<file path="src/rtl/md_pkg.sv">
// Shared encodings for the HI/LO multiply/divide unit.
// Optional single-cycle multiply is enabled by MD_FAST_MULT_EN.
package md_pkg;

  localparam logic [2:0] MD_OP_NOP   = 3'd0;
  localparam logic [2:0] MD_OP_MULT  = 3'd1;
  localparam logic [2:0] MD_OP_MULTU = 3'd2;
  localparam logic [2:0] MD_OP_DIV   = 3'd3;
  localparam logic [2:0] MD_OP_DIVU  = 3'd4;
  localparam logic [2:0] MD_OP_MTHI  = 3'd5;
  localparam logic [2:0] MD_OP_MTLO  = 3'd6;

  localparam logic [1:0] MD_ST_IDLE = 2'd0;
  localparam logic [1:0] MD_ST_RUN  = 2'd1;
  localparam logic [1:0] MD_ST_FIX  = 2'd2;

  localparam int MD_CNT_W = 6;

  function automatic logic [31:0] md_abs(
    input logic [31:0] v,
    input logic        sgn
  );
    return (sgn && v[31]) ? (32'd0 - v) : v;
  endfunction

endpackage

</file>
<file path="src/rtl/md_iter_core.sv">
// 32-step shift-add multiplier / restoring divider.
// Exposes raw unsigned {hi,lo}; signs are handled by the caller.
module md_iter_core
  import md_pkg::*;
(
  input  logic        clk,
  input  logic        rst_n,
  input  logic        load_i,
  input  logic        step_i,
  input  logic        is_div_i,
  input  logic [31:0] a_i,
  input  logic [31:0] b_i,
  output logic [63:0] res_o
);

  logic [31:0] rem_q;
  logic [31:0] lo_q;
  logic [31:0] opb_q;
  logic        div_q;

  logic [32:0] sum;
  logic [32:0] sh;
  logic [32:0] diff;

  always_comb begin
    sum  = {1'b0, rem_q} + (lo_q[0] ? {1'b0, opb_q} : 33'd0);
    sh   = {rem_q, lo_q[31]};
    diff = sh - {1'b0, opb_q};
  end

  // lo_q holds the multiplier (mult) or the dividend/quotient (div)
  always_ff @(posedge clk or negedge rst_n) begin
    if (!rst_n) begin
      rem_q <= '0;
      lo_q  <= '0;
      opb_q <= '0;
      div_q <= 1'b0;
    end else if (load_i) begin
      rem_q <= '0;
      lo_q  <= is_div_i ? a_i : b_i;
      opb_q <= is_div_i ? b_i : a_i;
      div_q <= is_div_i;
    end else if (step_i) begin
      if (div_q) begin
        if (diff[32]) begin
          rem_q <= sh[31:0];
          lo_q  <= {lo_q[30:0], 1'b0};
        end else begin
          rem_q <= diff[31:0];
          lo_q  <= {lo_q[30:0], 1'b1};
        end
      end else begin
        rem_q <= sum[32:1];
        lo_q  <= {sum[0], lo_q[31:1]};
      end
    end
  end

  assign res_o = {rem_q, lo_q};

endmodule

</file>
<file path="src/rtl/hilo_md_unit.sv">
// HI/LO registers with multi-cycle mult/div; FSM, sign fix, flush.
// MD_FAST_MULT_EN selects a single-cycle multiply path.
module hilo_md_unit
  import md_pkg::*;
(
  input  logic        clk,
  input  logic        rst_n,
  input  logic        start,
  input  logic [2:0]  op,
  input  logic [31:0] a,
  input  logic [31:0] b,
  input  logic        flush,
  output logic        busy,
  output logic        done,
  output logic [31:0] hi,
  output logic [31:0] lo
);

  logic [1:0]          st_q, st_d;
  logic [MD_CNT_W-1:0] cnt_q;
  logic [31:0]         hi_q, lo_q;
  logic                done_q;
  logic                neg_q, rneg_q, div_q;

  logic        is_md, is_div, sgn, fast_d, load;
  logic [31:0] a_abs, b_abs;
  logic [63:0] core_res, raw, prod;
  logic [31:0] fix_hi, fix_lo;

  always_comb begin
    is_md  = 1'b0;
    is_div = 1'b0;
    sgn    = 1'b0;
    unique case (1'b1)
      op == MD_OP_MULT:  begin is_md = 1'b1; sgn = 1'b1; end
      op == MD_OP_MULTU: is_md = 1'b1;
      op == MD_OP_DIV:   begin is_md = 1'b1; is_div = 1'b1; sgn = 1'b1; end
      op == MD_OP_DIVU:  begin is_md = 1'b1; is_div = 1'b1; end
      default: ;
    endcase
  end

  assign a_abs = md_abs(a, sgn);
  assign b_abs = md_abs(b, sgn);

`ifdef MD_FAST_MULT_EN
  logic        fast_q;
  logic [63:0] fprod_q;
  assign fast_d = ~is_div;
  assign raw    = fast_q ? fprod_q : core_res;
`else
  assign fast_d = 1'b0;
  assign raw    = core_res;
`endif

  assign load = (st_q == MD_ST_IDLE) && start && is_md && !fast_d;

  always_comb begin
    st_d = st_q;
    case (st_q)
      MD_ST_IDLE:
        if (start && is_md) st_d = fast_d ? MD_ST_FIX : MD_ST_RUN;
      MD_ST_RUN:
        if (flush) st_d = MD_ST_IDLE;
        else if (cnt_q == MD_CNT_W'(31)) st_d = MD_ST_FIX;
      MD_ST_FIX:
        st_d = MD_ST_IDLE;
      default:
        st_d = MD_ST_IDLE;
    endcase
  end

  md_iter_core u_core (
    .clk      (clk),
    .rst_n    (rst_n),
    .load_i   (load),
    .step_i   (st_q == MD_ST_RUN),
    .is_div_i (is_div),
    .a_i      (a_abs),
    .b_i      (b_abs),
    .res_o    (core_res)
  );

  // Quotient sign is neg_q, remainder follows the dividend (rneg_q)
  always_comb begin
    prod = neg_q ? (64'd0 - raw) : raw;
    if (div_q) begin
      fix_lo = neg_q  ? (32'd0 - raw[31:0])  : raw[31:0];
      fix_hi = rneg_q ? (32'd0 - raw[63:32]) : raw[63:32];
    end else begin
      fix_lo = prod[31:0];
      fix_hi = prod[63:32];
    end
  end

  always_ff @(posedge clk or negedge rst_n) begin
    if (!rst_n) begin
      st_q   <= MD_ST_IDLE;
      cnt_q  <= '0;
      hi_q   <= '0;
      lo_q   <= '0;
      done_q <= 1'b0;
      neg_q  <= 1'b0;
      rneg_q <= 1'b0;
      div_q  <= 1'b0;
    end else begin
      st_q   <= st_d;
      done_q <= 1'b0;
      if (st_q == MD_ST_IDLE && start) begin
        if (op == MD_OP_MTHI) hi_q <= a;
        if (op == MD_OP_MTLO) lo_q <= a;
        if (is_md) begin
          neg_q  <= sgn & (a[31] ^ b[31]);
          rneg_q <= sgn & a[31];
          div_q  <= is_div;
          cnt_q  <= '0;
        end
      end
      if (st_q == MD_ST_RUN) cnt_q <= cnt_q + 1'b1;
      if (st_q == MD_ST_FIX && !flush) begin
        hi_q   <= fix_hi;
        lo_q   <= fix_lo;
        done_q <= 1'b1;
      end
    end
  end

`ifdef MD_FAST_MULT_EN
  always_ff @(posedge clk or negedge rst_n) begin
    if (!rst_n) begin
      fast_q  <= 1'b0;
      fprod_q <= '0;
    end else if (st_q == MD_ST_IDLE && start && is_md) begin
      fast_q  <= fast_d;
      fprod_q <= a_abs * b_abs;
    end
  end
`endif

  assign busy = (st_q != MD_ST_IDLE);
  assign done = done_q;
  assign hi   = hi_q;
  assign lo   = lo_q;

endmodule

</file>
<file path="config.mk">
export PLATFORM = sky130hd
export DESIGN_NAME = hilo_md_unit
export DESIGN_NICKNAME = d
export VERILOG_FILES = /design/src/rtl/md_pkg.sv /design/src/rtl/md_iter_core.sv /design/src/rtl/hilo_md_unit.sv
export SDC_FILE = /design/constraint.sdc
export NUM_CORES = 1
export LEC_CHECK = 0
export ABC_AREA = 1
export CAP_MARGIN = 20
export CELL_PAD_IN_SITES_DETAIL_PLACEMENT = 0
export CELL_PAD_IN_SITES_GLOBAL_PLACEMENT = 1
export CORE_UTILIZATION = 35
export CTS_CLUSTER_SIZE = 30
export DETAILED_ROUTE_END_ITERATION = 8
export HOLD_SLACK_MARGIN = 0.02
export PLACE_DENSITY = 0.79
export SLEW_MARGIN = 20
export SYNTH_ARGS = -nofsm -noshare
export SYNTH_HDL_FRONTEND = slang
export SYNTH_SLANG_ARGS = --single-unit
</file>
<file path="constraint.sdc">
create_clock -name clk -period 2.7 [get_ports clk]
set_input_delay 0.675 -clock clk [delete_from_list [all_inputs] [get_ports clk]]
set_output_delay 0.675 -clock clk [all_outputs]
set_load 0.01 [all_outputs]
</file>
## After elaboration in Yosys (flattened, before gate mapping)

Cells that the tools add are included.
Widths: inputs -> output; s select.

| storage, ports and cells | value |
|---|---|
| register bits after elaboration | 173 |
| input bits | 71 |
| output and inout port bits | 66 |
| logic and storage cells | 92 |

| cells by class | value |
|---|---|
| $add $sub $neg | 8 |
| equality and inequality tests | 11 |
| mux-type cells | 35 |
| bitwise operators | 3 |
| reductions and logical operators | 23 |

Operators with widths:

| kind | count |
|---|---|
| $mux 32 | 22 |
| $sub 1x32->32 const A | 4 |
| $mux 64 | 1 |
| $sub 1x64->64 const A | 1 |
| $add 32x33->33 | 1 |
| $sub 33x32->33 | 1 |
| $mux 6 | 3 |
| $reduce_bool 2->1 | 7 |
| $reduce_and 2->1 | 5 |
| $eq 3x3->1 const B | 3 |
| $add 6x1->6 const B | 1 |
| $eq 3x2->1 const B | 2 |
| $eq 6x5->1 const B | 1 |
| $logic_and 1x1->1 | 6 |
| $mux 2 | 3 |
| $mux 1 | 5 |
| $pmux 2 s2 | 1 |
| $reduce_or 2->1 | 2 |
| $reduce_or 4->1 | 1 |
| $eq 3x1->1 const B | 1 |
| $ne 3x3->1 const B | 1 |
| $and 1x1->1 | 2 |
| $eq 2x1->1 const B | 1 |
| $eq 2x2->1 const B | 1 |
| other kinds (4) | 4 |

## Longest topological paths before layout

Gate-level depths: netlist (run 1).

| logic depth | value |
|---|---|
| word-level depth | 7 |
| depth in mapped cells | 22 |

## Modules after synthesis

A second synthesis (run 1) with hierarchy kept.

| second synthesis, totals | value |
|---|---|
| cell total of the unflattened synthesis | 3085 |
| area total of the unflattened synthesis | 18138.6 µm² |

Modules (own cells, without submodules):

| module | instances | cells an instance | area each (µm²) |
|---|---|---|---|
| md_iter_core | 1 | 1704 | 10166.0 |
| hilo_md_unit | 1 | 1381 | 7972.6 |

## Worst setup path before layout (run 1)

OpenSTA, ideal clock, no wires.

| timing | value |
|---|---|
| path kind | reg-to-reg |
| start point | register u_core.lo_q[0] |
| end point | register u_core.rem_q[17] |
| library setup time | 116 ps |
| arrival | 2362 ps |
| data required time | 2584 ps |
| slack | 221 ps |
| stages on the path, launching flop included | 22 |
| buffers on the path | 2 |
| clock period less this slack | 2479 ps |
| cell sequence | dfrtp_1 buf_2 clkbuf_1 nand2_1 inv_1 ha_1 inv_1 fa_1 inv_1 nand3_1 nand2_1 nand2_1 nand2_1 nand2_1 nand2_1 nand3_1 nand3_1 nand3_1 nand2_1 inv_1 nand2_1 nand2_1 |

| on the way | value |
|---|---|
| longest elaborated chain between the ends | 5 |

Ends and longest elaborated chain:

| item | RTL line | source |
|---|---|---|
| start, declared | md_iter_core.sv:17 | `logic [31:0] lo_q;` |
| start signal, assigned | md_iter_core.sv:40 | `lo_q <= is_div_i ? a_i : b_i;` |
| start signal, assigned | md_iter_core.sv:47 | `lo_q <= {lo_q[30:0], 1'b0};` |
| start signal, assigned | md_iter_core.sv:50 | `lo_q <= {lo_q[30:0], 1'b1};` |
| $mux 32 | md_iter_core.sv:26 | `sum = {1'b0, rem_q} + (lo_q[0] ? {1'b0, opb_q} : 33'd0);` |
| $add 32x33->33 | md_iter_core.sv:26 |  |
| $mux 32 | md_iter_core.sv:44 | `if (div_q) begin` |
| $mux 32 | md_iter_core.sv:43 | `end else if (step_i) begin` |
| $mux 32 | md_iter_core.sv:38 | `end else if (load_i) begin` |
| end signal, assigned | md_iter_core.sv:46 | `rem_q <= sh[31:0];` |
| end signal, assigned | md_iter_core.sv:49 | `rem_q <= diff[31:0];` |
| end signal, assigned | md_iter_core.sv:53 | `rem_q <= sum[32:1];` |
| end, declared | md_iter_core.sv:16 | `logic [31:0] rem_q;` |

Every way passes these cells. The select of a mux whose other input is x is not followed.
A chain may end at the register's enable or synchronous reset.

## Final worst setup path (run 1)

| timing | value |
|---|---|
| start point | register u_core.opb_q[3] |
| end point | register u_core.lo_q[0] |

| on the way | value |
|---|---|
| longest elaborated chain between the ends | 5 |

Ends and longest elaborated chain:

| item | RTL line | source |
|---|---|---|
| start, declared | md_iter_core.sv:18 | `logic [31:0] opb_q;` |
| start signal, assigned | md_iter_core.sv:41 | `opb_q <= is_div_i ? b_i : a_i;` |
| $sub 33x32->33 | md_iter_core.sv:28 | `diff = sh - {1'b0, opb_q};` |
| $mux 1 | md_iter_core.sv:45 | `if (diff[32]) begin` |
| $mux 32 | md_iter_core.sv:44 |  |
| $mux 32 | md_iter_core.sv:43 |  |
| $mux 32 | md_iter_core.sv:38 |  |

Every way passes these cells. The select of a mux whose other input is x is not followed.

==> impl_results.md, run 1 <==
- DRT antenna net count: 0
- Remaining Overflow, GRT: 0
- Core area: 49200 µm²
- Sw Share: 0.551
- HPWL after detailed placement: 70.2 mm
- Xor-xnor portion of the synthesized cell area: 0.0370
- Total CTS buffers: 17
- Slew headroom: 0.528
- Synth Area in Adders: 0.0515
- DP Area: 21500 µm²
- DR pass1 iterations: 6
- CTS tree: built
- CP cell instances: inv_1, ha_1, a21oi_1, nand2_2, nand2_1, nand2_2, nand2_2, nand2_4, nand2_2, nand2_2, nand2_2, nand2_2, buf_12, nand2_2, nand2_1, a22oi_2
- Die ar.: 51000 µm²
- Gr usage total: 0.339
- Worst reg2reg path depth: 16
- Detailed router's first-iteration violation count: 2636
- Mux cell area share after synthesis: 0
- H-tree depth: 4
- Largest net degree at the start of global routing: 65
- Max-cap violations: 0
- Worst Hold Class: in2async
- Leakage: 11.5 nW
- Initial core utilization: 0.357
- Setup crit start: u_core.opb_q[3]$_DFFE_PN0P_
- Part of the Yosys area used for sequential elements: 0.246
- Syn Area/Cell: 5.93 µm²
- Post-synthesis compound-gate area fraction: 0.160
- TNS Setup: 0 ns
- Crit Path Category: reg2reg
- Critical Path AT: 2.98 ns
- Worst path bufs/invs: 2
- Final Core Density: 0.456
- Final worst setup slack: 0.0937 ns
- Final setup violation count: 0
- Worst EP required: 3.07 ns
- Number of fill cells in the layout: 5280
- Bufs on Longest Clock Path: 2
- Most common cell on crit path: nand2_2
- Net switching power: 0.0130 W
- CP max-delay cell: dfrtp_1
- I/O pin cnt: 137
- Worst setup SP type: flip-flop
- Vias/cell: 5.46
- Num rows: 81
- Combinational share of power: 0.700
- Endpoints failing hold: 0
- Final instance area: 22400 µm²
- Width of the die: 226 µm
- Avg WL per Cell: 21.6 µm
- FF-to-FF End: u_core.lo_q[0]$_DFFE_PN0P_
- Crit path time final: 2.61 ns
- Yosys warning count: 0
- CTS root buf: clkbuf_16
- Crit end category: flip-flop
- Power per cell area: 1060 nW/µm²
- Clock transition at path regs: 0.08 ns
- GP Congestion: 1.04
- Family with the most delay on the worst path: simple AND/OR/NAND/NOR gates
- Max Slew Vio Count: 0
- Number of I/O port buffers: 136
- Layout Nets: 3428
- Vias in the first global route: 20559
- Pre-CTS setup slack: -0.194 ns
- Antenna violations before repair: 5
- Worst VDD drop: 0.500 mV
- RSZ-0062 raised after global routing: true
- Synthesized area: 17500 µm²
- CP max FO: 21
- Share of layout cells above drive strength 1: 0.131
- Sequential power share: 0.192
- First-pass GRT wire length: 127 mm
- Die Y: 226 µm
- Final wirelength: 85.8 mm
- Int Pwr: 0.0106 W
- Reg2reg setup slack: 0.09 ns
- Syn nets: 3095
- Cell count after synthesis: 2953
- Layout area overhead: 27.8%
- Hold WS: 0.124 ns
- Clock Latency Late Sink: 0.50 ns
- Drt drc: 0
- Status: completed
- Netlist cell types: 52
- Post-Synth Simple-Gate Area: 0.393
- Tcrit/Tclk final: 0.965
- Clock share of power: 0.108
- Max stage delay on crit path: 0.43 ns
- Vias: 21651
- Largest family of logic cells by synthesized area: simple AND/OR/NAND/NOR gates
- Worst-Margin Slew: 0.708 ns
- Seq cells post-synth: 172
- Fmax: 384 MHz
- Clock Skew: 0.0200 ns
- R2R Path Start: u_core.opb_q[3]$_DFFE_PN0P_
- Clock sink count: 172
[cell usage after synthesis, drive strengths merged]
cell type / number / area share
or2: 7 / 0.0025
and3: 2 / 0.00071
o21bai: 33 / 0.014
o211ai: 51 / 0.022
o2111ai: 1 / 0.00050
ha: 69 / 0.049
nand3: 246 / 0.071
nand4: 41 / 0.015
fa: 2 / 0.0023
clkbuf: 58 / 0.012
o221ai: 29 / 0.014
a31oi: 6 / 0.0021
a22oi: 28 / 0.012
nor3b: 3 / 0.0013
buf: 37 / 0.012
o311ai: 1 / 0.00050
xnor2: 24 / 0.012
o31ai: 6 / 0.0026
a21o: 1 / 0.00043
nor4: 3 / 0.0011
clkinv: 3 / 0.00064
o21a: 2 / 0.00086
and2: 5 / 0.0018
xor2: 50 / 0.025
dfrtp: 172 / 0.25
o21ai: 164 / 0.048
a22o: 1 / 0.00050
o22ai: 2 / 0.00071
nor3: 35 / 0.011
inv: 412 / 0.088
a221oi: 1 / 0.00050
a21boi: 1 / 0.00043
nand3b: 12 / 0.0051
a21oi: 137 / 0.040
nor2: 269 / 0.060
nand2: 1039 / 0.22
[state kept, by name (all words and copies together) (netlist names), 2 cells and up]
name and count:
st_q 2, u_core.rem_q 32, lo 32, hi 32, u_core.lo_q 32, cnt_q 6, u_core.opb_q 32
[worst max-delay path by stage]
stage	to	depth (start not counted)
floorplan	u_core.rem_q[17]$_DFFE_PN0P_	21
global placement	u_core.lo_q[28]$_DFFE_PN0P_	16
detailed placement	u_core.lo_q[28]$_DFFE_PN0P_	16
CTS	u_core.rem_q[17]$_DFFE_PN0P_	20
global route	u_core.rem_q[27]$_DFFE_PN0P_	17
finish	u_core.lo_q[0]$_DFFE_PN0P_	16
[worst reg2reg max path, stage by stage, from the launching register on]
cell     delay [ns]
dfrtp_1        0.43
inv_1          0.16
ha_1           0.39
a21oi_1        0.23
nand2_2        0.09
nand2_1        0.09
nand2_2        0.06
nand2_2        0.08
nand2_4        0.05
nand2_2        0.08
nand2_2        0.06
nand2_2        0.07
nand2_2        0.07
buf_12         0.16
nand2_2        0.12
nand2_1        0.07
a22oi_2        0.27
[cells in the final DEF, fill, tap and decap left out, types with 16 or more instances in the layout]
master and n:
nand2_1 1013, inv_1 395, buf_4 256, nor2_1 248, nand3_1 235, dfrtp_1 170, o21ai_0 135, clkdlybuf4s50_1 135
a21oi_1 117, ha_1 56, o211ai_1 51, xor2_1 50, nand4_1 41, o21bai_1 33, nor3_1 32, o221ai_1 29
a22oi_1 27, nand2_2 24, xnor2_1 24, o21ai_1 24, a21oi_2 19, clkbuf_16 18, inv_2 17, buf_12 16
[cell families (layout without fill, tap and decap cells)]
| kind of cell | count (synthesis) | count (layout) |
|---|---|---|
| AOI/OAI and AO/OA | 464 | 464 |
| DFF | 172 | 172 |
| other | 0 | 1 |
| xor gates and xnor gates | 74 | 74 |
| and+or+nand+nor | 1662 | 1662 |
| adders and majority gates | 71 | 71 |
| buffers and inverters | 510 | 856 |
[final cells by class]
cell class / instances / area, µm² / area share
antenna: 1 / 2.50 / 0.000112
clock buffer: 17 / 425 / 0.0190
clock inverter: 15 / 141 / 0.00631
inverter: 415 / 1560 / 0.0695
multi-input combinational: 2271 / 11500 / 0.514
sequential: 172 / 4310 / 0.192
tap: 664 / 831 / 0.0371
timing repair buffer: 409 / 3630 / 0.162
[per-layer routing]
metal / GRT usage / vias to the layer above / wire (µm)
li1: - / 10212 / -
met1: 0.453 / 10244 / 36300
met2: 0.523 / 1009 / 37800
met3: 0.0660 / 182 / 7430
met4: 0.159 / 4 / 4310
met5: 0 / - / 20
[power groups by stage]
stage | clock (W) | sequential (W) | combinational [W]
finish | 0.00255 | 0.00454 | 0.0165
global route | 0.00267 | 0.00458 | 0.0181
CTS | 0.00258 | 0.00448 | 0.0157
detailed placement | 0 | 0.00452 | 0.0156
global placement | 0 | 0.00452 | 0.0155
floorplan | 0 | 0.00431 | 0.00915
[stage by stage]
| step | instances | power, W |
|---|---|---|
| after global placement | 3926 | 0.0201 |
| after global routing | 3963 | 0.0253 |
| after CTS | 3958 | 0.0227 |
| after floorplan | 2953 | 0.0135 |
| final | 3964 | 0.0236 |
| after detailed placement | 3926 | 0.0201 |
[repair_timing]
item                       4_1_cts  5_1_grt
setup buffers                    0        4
gates cloned                     0        1
resized for setup                2       77
hold buffers                     0        0
pin swaps                        0        4
setup endpoints to repair        6       35
(Power assumes the default switching activity.)
==> run 2, diff against run 1 <==
--- a/config.mk
+++ b/config.mk
@@ -9,11 +9,12 @@
 export CAP_MARGIN = 20
 export CELL_PAD_IN_SITES_DETAIL_PLACEMENT = 0
 export CELL_PAD_IN_SITES_GLOBAL_PLACEMENT = 1
-export CORE_UTILIZATION = 35
+export CORE_UTILIZATION = 42
 export CTS_CLUSTER_SIZE = 30
 export DETAILED_ROUTE_END_ITERATION = 8
 export HOLD_SLACK_MARGIN = 0.02
-export PLACE_DENSITY = 0.79
+export PLACE_DENSITY = 0.9
+export SETUP_SLACK_MARGIN = 0.4
 export SLEW_MARGIN = 20
 export SYNTH_ARGS = -nofsm -noshare
 export SYNTH_HDL_FRONTEND = slang
==> impl_results.md, run 2 (synthesis gave the netlist of run 1 again) <==
- CTS tree: built
- DRT antenna net count: 0 (unchanged)
- Max Slew Vio Count: 0 (unchanged)
- Max-cap violations: 0 (unchanged)
- Worst setup SP type: flip-flop
- Width of the die: 206 µm (-8.6%)
- Vias: 22401 (+3.5%)
- Layout Nets: 3452 (+0.70%)
- Leakage: 11.9 nW (+3.5%)
- RSZ-0062 raised after global routing: true
- Num rows: 74 (-8.6%)
- Number of I/O port buffers: 136 (unchanged)
- Crit end category: flip-flop
- GP Congestion: 1.04 (-0.60%)
- Cell Count, Final, Fillers Out: 3856 (-2.7%)
- Status: completed
- HPWL after detailed placement: 70.7 mm (+0.63%)
- Worst VDD drop: 0.655 mV (+31%)
- Endpoints failing hold: 0 (unchanged)
- Final setup violation count: 0 (unchanged)
- Critical Path AT: 3.01 ns (+0.03 ns)
- H-tree depth: 4 (unchanged)
- Slew headroom: 0.362 (-0.166)
- Total CTS buffers: 17 (unchanged)
- Antenna violations before repair: 1 (-4)
- Drt drc: 0 (unchanged)
- DR pass1 iterations: 7 (+1)
- First-pass GRT wire length: 128 mm (+0.69%)
- Fmax: 379 MHz (-1.2%)
- Avg WL per Cell: 22.8 µm (+5.4%)
- I/O pin cnt: 137 (unchanged)
- Detailed router's first-iteration violation count: 2694 (+2.2%)
- Initial core utilization: 0.427 (+0.0707)
- Core area: 41000 µm² (-17%)
- Number of fill cells in the layout: 4071 (-23%)
- Clock transition at path regs: 0.08 ns (about the same)
- Worst Hold Class: in2async
- Power Total: 0.0263 W (+11%)
- Crit Path Category: reg2reg
- Clock sink count: 172 (unchanged)
- Reg2reg setup slack: 0.06 ns (-0.03 ns)
- Share of layout cells above drive strength 1: 0.197 (+0.0659)
- Worst-Margin Slew: 0.958 ns (+0.250 ns)
- Final instance area: 23700 µm² (+5.9%)
- Post-CTS Hold Fix Bufs: 0 (unchanged)
- Clock Latency Late Sink: 0.49 ns (about the same)
- Final wirelength: 88.0 mm (+2.6%)
- Power per cell area: 1110 nW/µm² (+5.0%)
- DP Area: 21400 µm² (-0.75%)
- Remaining Overflow, GRT: 0 (unchanged)
- Bufs on Longest Clock Path: 2 (unchanged)
- Crit path time final: 2.64 ns (+0.0313 ns)
- Vias in the first global route: 20393 (-0.81%)
- # placed instances: 3790 (-3.5%)
- Clock Skew: 0.0138 ns (-0.00617 ns)
- FF/Latch Area: 4320 µm² (+0.23%)
- Tcrit/Tclk final: 0.977 (+0.0116)
- Layout area overhead: 35.4%
- Vias/cell: 5.81 (+6.4%)
- Die Y: 206 µm (-8.6%)
- Worst EP required: 3.08 ns (about the same)
- Area of the multi-input gates: 12600 µm² (+9.8%)
- Final worst setup slack: 0.0624 ns (-0.0313 ns)
- Pre-CTS setup slack: -0.138 ns (+0.0561 ns)
- CTS root buf: clkbuf_16
- Gr usage total: 0.412 (+0.0732)
- Die ar.: 42500 µm² (-17%)
- Commonest non-fill, non-tap cell in the layout: nand2_1
- Most frequent cells in the layout: nand2_1 (963), inv_1 (388), buf_4 (266), nor2_1 (216), nand3_1 (197)
- CP max FO: 4 (-81%)
- Largest net degree at the start of global routing: 105 (+62%)
==> run 2: power breakdown <==
part           total, W  internal [W]  leakage, nW  switching [W]
Combinational    0.0190       0.00701         9.51         0.0120
Clock           0.00260       0.00134        0.278        0.00125
Sequential      0.00469       0.00342         2.12        0.00127
==> run 2: final cells by class <==
cell class / count / share of cell area
repair buffers: 433 / 0.167
flip-flops and latches: 172 / 0.182
multi-input cells: 2271 / 0.532
diodes: 2 / 0.000211
clock buffers: 19 / 0.0191
clock inverters: 12 / 0.00548
inverters: 415 / 0.0659
well taps: 532 / 0.0281
==> run 2: timing repair <==
action                                  4_1_cts  5_1_grt
cloned                                        3        1
buffers inserted                              9       20
pin swaps                                    27       70
endpoints found under the hold margin         0        0
gates resized for setup                      94      273
endpoints found under the setup margin       54      103
==> run 2: worst paths after layout <==
path,startpoint,endpoint,depth (start not counted)
max reg2reg,u_core.opb_q[28]$_DFFE_PN0P_,u_core.rem_q[29]$_DFFE_PN0P_,13
max,u_core.opb_q[28]$_DFFE_PN0P_,u_core.rem_q[29]$_DFFE_PN0P_,13
min reg2reg,cnt_q[5]$_DFFE_PN0P_,cnt_q[5]$_DFFE_PN0P_,1
min in group clk,cnt_q[5]$_DFFE_PN0P_,cnt_q[5]$_DFFE_PN0P_,1
max in group asynchronous,rst_n,u_core.opb_q[8]$_DFFE_PN0P_,2
min,rst_n,hi[23]$_DFFE_PN0P_,1
==> run 2: layer usage <==
layer | global-route usage | part of all wire | wire [µm]
met5 | 0.0238 | 0.0016 | 138
met4 | 0.180 | 0.050 | 4370
met3 | 0.126 | 0.12 | 10100
met2 | 0.606 | 0.42 | 37200
met1 | 0.551 | 0.41 | 36200
==> run 2: stage by stage <==
stage | hold slack [ns] | setup TNS [ns] | util
floorplan | 0.379 | 0 | -
CTS | 0.172 | 0 | 0.548
global placement | 0.476 | -0.668 | 0.521
finish | 0.166 | 0 | 0.578
detailed placement | 0.479 | -1.42 | 0.521
global route | 0.192 | -0.0105 | 0.578
==> run 2: critical path, stage by stage, from the launching register on <==
cell	delay [ns]
dfrtp_1	0.42
inv_1	0.27
ha_1	0.31
buf_4	0.15
nand2_1	0.14
nor2_1	0.07
nor2_1	0.17
nand2_1	0.09
a21oi_1	0.42
nand3b_1	0.16
nand3_2	0.12
nand3_1	0.07
nand2_1	0.09
nand2_1	0.05
==> run 3, diff against run 2 <==
--- a/config.mk
+++ b/config.mk
@@ -6,13 +6,11 @@
 export NUM_CORES = 1
 export LEC_CHECK = 0
 export ABC_AREA = 1
-export CAP_MARGIN = 20
 export CELL_PAD_IN_SITES_DETAIL_PLACEMENT = 0
 export CELL_PAD_IN_SITES_GLOBAL_PLACEMENT = 1
 export CORE_UTILIZATION = 42
 export CTS_CLUSTER_SIZE = 30
 export DETAILED_ROUTE_END_ITERATION = 8
-export HOLD_SLACK_MARGIN = 0.02
 export PLACE_DENSITY = 0.9
 export SETUP_SLACK_MARGIN = 0.4
 export SLEW_MARGIN = 20
==> results of run 3 <==
Final layout, timing and power as in run 2 (identical DEF).
